--- src/rtl/conv_column_sequencer_if.sv ---
// Handshake and control bundle between the column sequencer and its
// neighbours: the column source, the convolution engine and the result sink.
//
// Handshake semantics (both directions): a transfer happens on a rising
// clock edge where the producer's valid and the consumer's ready are both
// high. A producer holds valid and its payload stable until that edge.
// The ready output never depends on the matching valid input.
interface conv_column_sequencer_if #(
   parameter int IDX_W = 10
);
   logic             i_start;
   logic             i_col_valid;
   logic             o_col_ready;
   logic             o_load_en;
   logic             o_pad_en;
   logic [1:0]       o_load_sel;
   logic             o_conv_start;
   logic [1:0]       o_conv_base;
   logic             i_conv_done;
   logic             o_out_valid;
   logic             i_out_ready;
   logic [IDX_W-1:0] o_out_idx;
   logic             o_busy;
   logic             o_frame_done;

   // Sequencer side.
   modport master (
      input  i_start, i_col_valid, i_conv_done, i_out_ready,
      output o_col_ready, o_load_en, o_pad_en, o_load_sel, o_conv_start,
             o_conv_base, o_out_valid, o_out_idx, o_busy, o_frame_done
   );

   // Environment side: column source, engine and result sink.
   modport slave (
      output i_start, i_col_valid, i_conv_done, i_out_ready,
      input  o_col_ready, o_load_en, o_pad_en, o_load_sel, o_conv_start,
             o_conv_base, o_out_valid, o_out_idx, o_busy, o_frame_done
   );
endinterface

--- src/rtl/conv_column_sequencer.sv ---
// Frame-level controller for the column-based 3x3 convolution engine.
// Streams IMG_WIDTH columns through a 4-slot rotating column buffer, adds a
// zero column at each image edge, fires one convolution per output column
// and hands every result downstream over a valid/ready handshake.
// The window for output k starts at slot k mod 4; the slot being written is
// always the one just past the live three-slot window.
module conv_column_sequencer #(
   parameter int IMG_WIDTH = 640,
   parameter int IDX_W     = 10
) (
   input  logic                     clock,
   input  logic                     i_reset,
   conv_column_sequencer_if.master  bus,
   output logic [3:0]               state_dbg
);

   typedef enum logic [3:0] {
      IDLE, PAD_L, FILL, CONV, WAIT_DONE, OUT, FETCH, PAD_R, DONE
   } state_t;

   localparam logic [IDX_W-1:0] LAST_IDX  = IDX_W'(IMG_WIDTH - 1);
   localparam logic [IDX_W-1:0] WIDTH_CNT = IDX_W'(IMG_WIDTH);
   localparam logic [IDX_W-1:0] ONE_CNT   = IDX_W'(1);

   state_t           state;
   logic [1:0]       wr_ptr;
   logic [1:0]       rd_ptr;
   logic [IDX_W-1:0] col_cnt;
   logic [IDX_W-1:0] out_idx;

   logic col_phase;
   logic pad_phase;

   assign col_phase = (state == FILL) || (state == FETCH);
   assign pad_phase = (state == PAD_L) || (state == PAD_R);

   // Frame sequencing: state, buffer pointers and column counters.
   always_ff @(posedge clock) begin
      if (i_reset) begin
         state   <= IDLE;
         wr_ptr  <= 2'd0;
         rd_ptr  <= 2'd0;
         col_cnt <= '0;
         out_idx <= '0;
      end else begin
         case (state)
            IDLE: begin
               if (bus.i_start) begin
                  wr_ptr  <= 2'd0;
                  rd_ptr  <= 2'd0;
                  col_cnt <= '0;
                  out_idx <= '0;
                  state   <= PAD_L;
               end
            end
            PAD_L: begin
               wr_ptr <= wr_ptr + 2'd1;
               state  <= FILL;
            end
            FILL: begin
               if (bus.i_col_valid) begin
                  wr_ptr  <= wr_ptr + 2'd1;
                  col_cnt <= col_cnt + ONE_CNT;
                  // Window 0 needs the left pad plus real columns 0 and 1.
                  if (col_cnt == ONE_CNT) state <= CONV;
               end
            end
            CONV: begin
               state <= WAIT_DONE;
            end
            WAIT_DONE: begin
               if (bus.i_conv_done) state <= OUT;
            end
            OUT: begin
               if (bus.i_out_ready) begin
                  rd_ptr <= rd_ptr + 2'd1;
                  if (out_idx == LAST_IDX) begin
                     state <= DONE;
                  end else begin
                     out_idx <= out_idx + ONE_CNT;
                     // Real columns left: fetch one; otherwise the right pad.
                     state   <= (col_cnt < WIDTH_CNT) ? FETCH : PAD_R;
                  end
               end
            end
            FETCH: begin
               if (bus.i_col_valid) begin
                  wr_ptr  <= wr_ptr + 2'd1;
                  col_cnt <= col_cnt + ONE_CNT;
                  state   <= CONV;
               end
            end
            PAD_R: begin
               wr_ptr <= wr_ptr + 2'd1;
               state  <= CONV;
            end
            DONE: begin
               state <= IDLE;
            end
            default: begin
               state <= IDLE;
            end
         endcase
      end
   end

   // Output decode from registered state; only load_en in column phases
   // also follows the upstream valid.
   assign bus.o_col_ready  = col_phase;
   assign bus.o_load_en    = pad_phase || (col_phase && bus.i_col_valid);
   assign bus.o_pad_en     = pad_phase;
   assign bus.o_load_sel   = (pad_phase || col_phase) ? wr_ptr : 2'd0;
   assign bus.o_conv_start = (state == CONV);
   assign bus.o_conv_base  = (state == CONV) ? rd_ptr : 2'd0;
   assign bus.o_out_valid  = (state == OUT);
   assign bus.o_out_idx    = (state == OUT) ? out_idx : '0;
   assign bus.o_busy       = (state != IDLE);
   assign bus.o_frame_done = (state == DONE);
   assign state_dbg        = state;

endmodule

--- src/flat_wrapper.sv ---
// flat-port wrapper written by rule: the top's interface ports become plain ports
module conv_column_sequencer_flat 
#(
   parameter int IMG_WIDTH = 640,
   parameter int IDX_W     = 10
)
  (clock, i_reset, state_dbg, bus_i_start, bus_i_col_valid, bus_i_conv_done, bus_i_out_ready, bus_o_col_ready, bus_o_load_en, bus_o_pad_en, bus_o_load_sel, bus_o_conv_start, bus_o_conv_base, bus_o_out_valid, bus_o_out_idx, bus_o_busy, bus_o_frame_done);
  conv_column_sequencer_if #(.IDX_W(IDX_W)) bus_i ();
  input  logic clock;
  input  logic i_reset;
  output logic [3:0] state_dbg;
  input wire logic [$bits(bus_i.i_start)-1:0] bus_i_start;
  input wire logic [$bits(bus_i.i_col_valid)-1:0] bus_i_col_valid;
  input wire logic [$bits(bus_i.i_conv_done)-1:0] bus_i_conv_done;
  input wire logic [$bits(bus_i.i_out_ready)-1:0] bus_i_out_ready;
  output wire logic [$bits(bus_i.o_col_ready)-1:0] bus_o_col_ready;
  output wire logic [$bits(bus_i.o_load_en)-1:0] bus_o_load_en;
  output wire logic [$bits(bus_i.o_pad_en)-1:0] bus_o_pad_en;
  output wire logic [$bits(bus_i.o_load_sel)-1:0] bus_o_load_sel;
  output wire logic [$bits(bus_i.o_conv_start)-1:0] bus_o_conv_start;
  output wire logic [$bits(bus_i.o_conv_base)-1:0] bus_o_conv_base;
  output wire logic [$bits(bus_i.o_out_valid)-1:0] bus_o_out_valid;
  output wire logic [$bits(bus_i.o_out_idx)-1:0] bus_o_out_idx;
  output wire logic [$bits(bus_i.o_busy)-1:0] bus_o_busy;
  output wire logic [$bits(bus_i.o_frame_done)-1:0] bus_o_frame_done;
  assign bus_i.i_start = bus_i_start;
  assign bus_i.i_col_valid = bus_i_col_valid;
  assign bus_i.i_conv_done = bus_i_conv_done;
  assign bus_i.i_out_ready = bus_i_out_ready;
  assign bus_o_col_ready = bus_i.o_col_ready;
  assign bus_o_load_en = bus_i.o_load_en;
  assign bus_o_pad_en = bus_i.o_pad_en;
  assign bus_o_load_sel = bus_i.o_load_sel;
  assign bus_o_conv_start = bus_i.o_conv_start;
  assign bus_o_conv_base = bus_i.o_conv_base;
  assign bus_o_out_valid = bus_i.o_out_valid;
  assign bus_o_out_idx = bus_i.o_out_idx;
  assign bus_o_busy = bus_i.o_busy;
  assign bus_o_frame_done = bus_i.o_frame_done;
  conv_column_sequencer #(.IMG_WIDTH(IMG_WIDTH), .IDX_W(IDX_W)) u_core (.clock(clock), .i_reset(i_reset), .bus(bus_i), .state_dbg(state_dbg));
endmodule
--- config.mk ---
export PLATFORM = sky130hd
export DESIGN_NAME = conv_column_sequencer_flat
export DESIGN_NICKNAME = d
export VERILOG_FILES = /design/src/rtl/conv_column_sequencer_if.sv /design/src/rtl/conv_column_sequencer.sv /design/src/flat_wrapper.sv
export SDC_FILE = /design/constraint.sdc
export NUM_CORES = 1
export LEC_CHECK = 0
export ABC_CLOCK_PERIOD_IN_PS = 3300
export CAP_MARGIN = 30
export CORE_MARGIN = 2
export CORE_UTILIZATION = 40
export CTS_CLUSTER_SIZE = 40
export DETAILED_ROUTE_END_ITERATION = 6
export HOLD_SLACK_MARGIN = 0.05
export PLACE_DENSITY = 0.67
export RECOVER_POWER = 100
export SKIP_CTS_REPAIR_TIMING = 1
export SYNTH_ARGS = -nofsm -noshare
export SYNTH_HDL_FRONTEND = slang
export SYNTH_SLANG_ARGS = --single-unit
--- constraint.sdc ---
create_clock -name clock -period 3.3 [get_ports clock]
set_input_delay 0.33 -clock clock [delete_from_list [all_inputs] [get_ports clock]]
set_output_delay 0.33 -clock clock [all_outputs]
set_load 0.02 [all_outputs]
==> results of run 1 <==
[worst max path at each step]
stage | start | endpoint | slack (ns) | cells after the start
final | u_core.state_dbg[1] | bus_o_load_sel[1] | 0.47 | 4
after global routing | u_core.state_dbg[2] | bus_o_out_idx[1] | 0.27 | 4
after CTS | u_core.state_dbg[1] | bus_o_load_sel[1] | 0.52 | 4
after detailed placement | u_core.state_dbg[1] | bus_o_load_sel[1] | 0.85 | 4
after global placement | u_core.state_dbg[1] | bus_o_load_sel[1] | 0.85 | 4
after floorplan | u_core.state_dbg[0] | bus_o_conv_base[0] | 1.22 | 4
[power by group]
group / internal (W) / switching, W / total [W]
Sequential: 0.000352 / 0.0000339 / 0.000386
Combinational: 0.000111 / 0.000170 / 0.000282
Clock: 0.0000821 / 0.000108 / 0.000190
Total: 0.000545 / 0.000312 / 0.000857
[metrics by stage]
| step | util [%] | hold WS (ns) | instances | area, µm² |
|---|---|---|---|---|
| after floorplan | - | 0.409 | 219 | 1700 |
| after global placement | 50.2 | 0.477 | 290 | 2020 |
| after detailed placement | 50.2 | 0.469 | 290 | 2020 |
| after CTS | 51.2 | 0.483 | 293 | 2060 |
| after global routing | 51.1 | 0.536 | 293 | 2060 |
| final | 51.1 | 0.481 | 293 | 2060 |
[cell families after synthesis]
kind of cell | count (synthesis) | synth area share [%]
buf+inv | 21 | 4.87
flops | 28 | 33.1
compound gates | 58 | 21.2
xor+xnor | 3 | 1.55
simple gates | 102 | 34.8
mux | 4 | 2.36
fa+ha+maj | 3 | 2.21
[sequential cells by signal (all words and copies together), names as in the netlist]
signal	count
u_core.col_cnt	10
u_core.out_idx	10
u_core.rd_ptr	2
u_core.state_dbg	4
u_core.wr_ptr	2
[synth_stat cells, types with 2 or more instances]
cell	instances	area share (%)
nor4b_1	2	1.0
nor2_1	17	3.8
inv_1	11	2.4
nor3_1	4	1.2
o211ai_1	2	0.89
and3_1	4	1.5
nand2_1	15	3.3
ha_1	3	2.2
nor3b_1	3	1.3
or4_1	3	1.3
nor2b_1	3	1.1
nand4_1	6	2.2
o2111ai_1	2	1.0
and2_1	13	4.8
or3_1	8	3.0
dfxtp_1	28	33
a21o_1	2	0.89
buf_2	3	0.89
nand2b_1	2	0.74
nand4bb_1	2	1.3
xor2_1	2	1.0
nand3_1	9	2.7
nand4b_1	5	2.6
mux2i_1	4	2.4
o31ai_1	3	1.3
a21oi_1	20	5.9
o21ai_0	18	5.3
clkbuf_1	6	1.3
[per-layer routing]
layer	vias up	track usage (%)
li1	854	-
met1	747	26.2
met2	40	23.6
met3	4	2.63
met4	0	3.92
met5	-	0
[worst min-delay path, cell delays in order, from the launching register on]
cell and delay (ns):
dfxtp_1 0.33, nand2_1 0.06, o22ai_1 0.05
[placed cells by master, fill, tap and decap left out, types with 5 or more instances in the layout]
master | netlist | final
dfxtp_1 | 28 | 28
nand4b_1 | 5 | 5
a21oi_1 | 20 | 20
nand3_1 | 9 | 9
and2_1 | 13 | 13
nand2_1 | 15 | 15
or3_1 | 8 | 8
dlygate4sd3_1 | 0 | 26
nand4_1 | 6 | 6
inv_1 | 11 | 12
nor2_1 | 17 | 17
o21ai_0 | 18 | 18
[layout make-up]
| cell class | instances | share of cell area (%) |
|---|---|---|
| Sequential cell | 28 | 27.2 |
| Tap cell | 50 | 3.04 |
| Multi-Input combinational cell | 170 | 51.0 |
| Clock buffer | 3 | 2.00 |
| Inverter | 12 | 2.19 |
| Timing Repair Buffer | 30 | 14.6 |
==> impl_metrics.env, run 1 <==
export IMPL_yosysUniqueCellTypes=47
export IMPL_syn_area_mm2=0.00170
export IMPL_grt_pass1_vias=1372
export IMPL_crit_path_top_delay_cell="dlygate4sd3_1"
export IMPL_required_ns=2.97
export IMPL_arrival_ns=2.50
export IMPL_worst_slack_ns=0.465
export IMPL_drive_above_1_share_pct=2.88
export IMPL_ys_seq_area_share_pct=33.1
export IMPL_critPathKind="flip-flop to output port"
export IMPL_r2r_end="u_core.out_idx[8]"
export IMPL_syn2layout_area_growth_pct=21.5
export IMPL_nNetsFinal=254
export IMPL_fp_dieH_um=69.1
export IMPL_fp_dieW_um=69.1
export IMPL_antenna_cells=0
export IMPL_rrSetupSlack_ns=1.06
export IMPL_drcViolationCount=0
export IMPL_setup_tns_ns=0
export IMPL_period_share_pct=85.9
export IMPL_htreeDepth=1
export IMPL_slew_headroom_pct=55.2
export IMPL_cp_buffers_inverters=1
export IMPL_p_per_area_mw_per_mm2=416
export IMPL_clockBufferDepth=2
export IMPL_crit_path_start_kind="flip-flop"
export IMPL_cts_sinks=28
export IMPL_peakVddDrop_mv=0.186
export IMPL_register_area_um2=561
export IMPL_postSynthAreaPerCell_um2=7.74
export IMPL_clkTransAtPathRegs_ns=0.09
export IMPL_dpl_hpwl_um=2800
export IMPL_cp_max_fo=17
export IMPL_overflow=0
export IMPL_outcome="finished, final reports clean"
export IMPL_synth_ff_latch_count=28
export IMPL_ys_async_sr_fraction_pct=0
export IMPL_drv_slew=0
export IMPL_port_buffer_count=30
export IMPL_ys_flop_type="dfxtp_1"
export IMPL_multi_input_area_mm2=0.00105
export IMPL_rsz0062_at_grt="no"
export IMPL_worstHoldStart="u_core.wr_ptr[1]"
export IMPL_initial_core_util_pct=42.1
export IMPL_drt_pass1_iter_count=4
export IMPL_p_total_w=0.000857
export IMPL_cts_root_buf="clkbuf_8"
export IMPL_num_rows=23
export IMPL_yosysWarnings=0
export IMPL_antenna_left=0
export IMPL_wl_per_cell_um=13.6
export IMPL_cts_buffers=3
export IMPL_wl_met1_um=2160
export IMPL_ios=31
export IMPL_grt_use_total_pct=16.7
export IMPL_r2r_cells=5
export IMPL_setup_violations=0
export IMPL_end_kind="output port"
export IMPL_drtIter0Drc=187
export IMPL_gp_congestion=0.780
export IMPL_wl_met3_um=165
export IMPL_vias=1645
export IMPL_hold_class="flip-flop to flip-flop"
export IMPL_max_clock_freq_ghz=0.353
export IMPL_worstPathCellList="or3b_2 -> o21ai_0 -> and2_1 -> dlygate4sd3_1"
export IMPL_fin_skew_ns=0.00176
export IMPL_critPathMaxStageDelay_ns=0.66
export IMPL_dr_max_layer_used="met4"
export IMPL_cts_tree="done"
export IMPL_timing_rr_start="u_core.state_dbg[1]"
export IMPL_syn_inst=219
export IMPL_pre_cts_ws_ns=0.848
export IMPL_antenna_found_initial=0
export IMPL_worstMarginPinSlew_ns=0.671
export IMPL_dieArea_mm2=0.00478
export IMPL_crit_family="simple AND/OR/NAND/NOR gates"
export IMPL_grt_pass1_wl_um=6710
export IMPL_routed_via_density=5.61
export IMPL_leakagePower_nw=0.797
export IMPL_finalWirelength_um=3990
export IMPL_insertion_delay_ns=0.27
export IMPL_hold_depth=2
export IMPL_fill_cells=408
export IMPL_grt_max_degree=18
export IMPL_period_needed_ns=2.83
export IMPL_synth_edf_count=0
export IMPL_route_met2_wl_um=1620
export IMPL_syn_nets=228
export IMPL_finalHoldViolCount=0
export IMPL_drv_cap=0
export IMPL_core_area_mm2=0.00403
export IMPL_min_to="u_core.wr_ptr[1]"
(Power assumes the default switching activity.)
==> inputs of run 2 (changes only) <==
Settings changed: MAX_ROUTING_LAYER from default to met4.
==> results of run 2 <==
Final layout, timing and power as in run 1 (identical DEF).
Main changes from that run: final weighted congestion in routability-driven placement 0.780 -> 0.791; overall routing resource usage 16.7% -> 17.2%
==> inputs of run 3 (changes only) <==
Settings changed: ABC_AREA from default to 1, CORE_UTILIZATION 40 to 57, PLACE_DENSITY 0.67 to 0.88.
==> impl_metrics.env, run 3 <==
export IMPL_clockBufferDepth=2
export IMPL_hold_depth=2
export IMPL_num_rows=20
export IMPL_insertion_delay_ns=0.33
export IMPL_crit_start="u_core.state_dbg[0]"
export IMPL_syn_nets=303
export IMPL_rsz0062_at_grt="no"
export IMPL_clock_power_share_pct=11.6
export IMPL_cts_buffers=3
export IMPL_fp_dieW_um=61.3
export IMPL_period_needed_ns=2.67
export IMPL_synth_most_common_cell="nand2_1"
export IMPL_fp_dieH_um=61.3
export IMPL_clkTransAtPathRegs_ns=0.14
export IMPL_switchingPower_w=0.000615
export IMPL_drt_pass1_iter_count=4
export IMPL_postSynthAreaPerCell_um2=6.36
export IMPL_synthDominantCellAreaShare_pct=30.0
export IMPL_drive_above_1_share_pct=6.15
export IMPL_wl_per_cell_um=11.7
export IMPL_slew_headroom_pct=49.5
export IMPL_finalHoldViolCount=0
export IMPL_sequentialPowerShare_pct=33.6
export IMPL_drcViolationCount=0
export IMPL_internal_power_w=0.000619
export IMPL_synth_area_leader_cell="dfxtp_1"
export IMPL_grt_max_degree=19
export IMPL_ys_flop_type="dfxtp_1"
export IMPL_overflow=0
export IMPL_ys_seq_area_share_pct=30.0
export IMPL_synth_area_leaders="dfxtp_1, nand2_1, nor2_1, inv_1, a21oi_1"
export IMPL_antenna_left=0
export IMPL_final_cell_mix="nand2_1, nor2_1, inv_1, dfxtp_1, dlygate4sd3_1"
export IMPL_worstMarginPinSlew_ns=0.755
export IMPL_synth_common_cells="nand2_1, nor2_1, inv_1"
export IMPL_grt_use_total_pct=26.7
export IMPL_grt_pass1_wl_um=7420
export IMPL_vias=1930
export IMPL_initial_core_util_pct=60.7
export IMPL_period_share_pct=81.0
export IMPL_ios=31
export IMPL_p_per_area_mw_per_mm2=573
export IMPL_syn_inst=294
export IMPL_htreeDepth=1
export IMPL_yosysWarnings=0
export IMPL_drv_slew=0
export IMPL_fin_skew_ns=0.00183
export IMPL_syn_area_mm2=0.00187
export IMPL_crit_path_start_kind="flip-flop"
export IMPL_switching_share_pct=49.8
export IMPL_layout_commonest_cell="nand2_1"
export IMPL_syn2layout_area_growth_pct=15.2
export IMPL_routed_via_density=5.23
export IMPL_max_clock_freq_ghz=0.374
export IMPL_antenna_found_initial=0
export IMPL_antenna_cells=0
export IMPL_cts_sinks=28
export IMPL_final_area_mm2=0.00215
export IMPL_dieArea_mm2=0.00375
export IMPL_nNetsFinal=336
export IMPL_cp_max_fo=10
export IMPL_required_ns=3.54
export IMPL_dpl_cell_area_mm2=0.00222
export IMPL_hold_class="flip-flop to flip-flop"
export IMPL_cts_root_buf="clkbuf_4"
export IMPL_dpl_hpwl_um=3300
export IMPL_end_kind="flip-flop"
export IMPL_leakagePower_nw=0.993
export IMPL_cts_tree="done"
export IMPL_peakVddDrop_mv=0.498
export IMPL_worstHoldStart="u_core.out_idx[8]"
export IMPL_ys_async_sr_fraction_pct=0
export IMPL_core_area_mm2=0.00308
export IMPL_critPathKind="flip-flop to flip-flop"
export IMPL_r2r_cells=8
export IMPL_setup_violations=0
export IMPL_r2r_end="u_core.out_idx[7]"
export IMPL_timing_rr_start="u_core.state_dbg[0]"
export IMPL_finalWirelength_um=4330
export IMPL_yosysUniqueCellTypes=29
export IMPL_p_total_w=0.00123
export IMPL_gp_congestion=0.932
export IMPL_drtIter0Drc=150
export IMPL_outcome="finished, final reports clean"
export IMPL_setup_tns_ns=0
export IMPL_port_buffer_count=30
export IMPL_grt_pass1_vias=1768
export IMPL_holdWs_ns=0.497
export IMPL_dp_cells=366
export IMPL_arrival_ns=2.91
export IMPL_drv_cap=0
export IMPL_min_to="u_core.out_idx[8]"
export IMPL_fin_cells=369
export IMPL_synth_ff_latch_count=28
export IMPL_rrSetupSlack_ns=0.63
export IMPL_synth_edf_count=0
export IMPL_comb_power_share_pct=54.8
-- run 3: cells by family after synthesis --
group	after synthesis	synth area share, %
and+or+nand+nor	171	45.5
buffers and inverters	53	10.8
AOI/OAI and AO/OA	36	10.3
DFF	28	30.0
xor gates and xnor gates	3	1.41
adders and majority gates	3	2.01
-- run 3: worst max path at each step --
stage,endpoint,cells after the start,slack [ns]
final,u_core.out_idx[7],8,0.63
after CTS,bus_o_load_sel[1],9,0.81
after floorplan,bus_o_conv_base[0],4,1.27
after detailed placement,bus_o_load_sel[1],9,1.22
after global placement,bus_o_load_sel[0],9,1.30
after global routing,u_core.out_idx[5],8,0.36
-- run 3: metal layers --
| layer | part of all wire [%] | global-route usage (%) |
|---|---|---|
| met5 | 0 | - |
| met4 | 1.7 | 9.94 |
| met3 | 5.3 | 3.36 |
| met2 | 47 | 43.0 |
| met1 | 47 | 34.2 |
-- run 3: layout make-up --
| class | instances | area [µm²] |
|---|---|---|
| Multi-Input combinational cell | 213 | 1020 |
| Fill cell | 297 | 925 |
| Sequential cell | 28 | 561 |
| Timing Repair Buffer | 31 | 308 |
| Inverter | 50 | 189 |
| Tap cell | 44 | 55.1 |
| Clock buffer | 3 | 22.5 |
-- run 3: power groups by stage --
| stage | combinational, W | sequential, W | clock, W |
|---|---|---|---|
| final | 0.000676 | 0.000415 | 0.000144 |
| after floorplan | 0.000595 | 0.000430 | 0 |
| after global placement | 0.000807 | 0.000419 | 0 |
| after global routing | 0.000748 | 0.000419 | 0.000159 |
| after detailed placement | 0.000813 | 0.000422 | 0 |
| after CTS | 0.000817 | 0.000415 | 0.000147 |
-- run 3: through the flow --
step	worst slack, ns	util (%)
floorplan	1.27	-
global placement	1.30	72.2
detailed placement	1.22	72.2
CTS	0.808	72.9
global route	0.361	70.0
finish	0.628	70.0
-- run 3: critical path, cell delays in order (launching register included) --
cell and delay, ns:
dfxtp_1 0.40, nor2_1 0.31, nand2_1 0.27, nand2_4 0.13, nand3_1 0.12, nor2_1 0.61, clkinvlp_2 0.51, nand2_1 0.15
a21oi_1 0.08
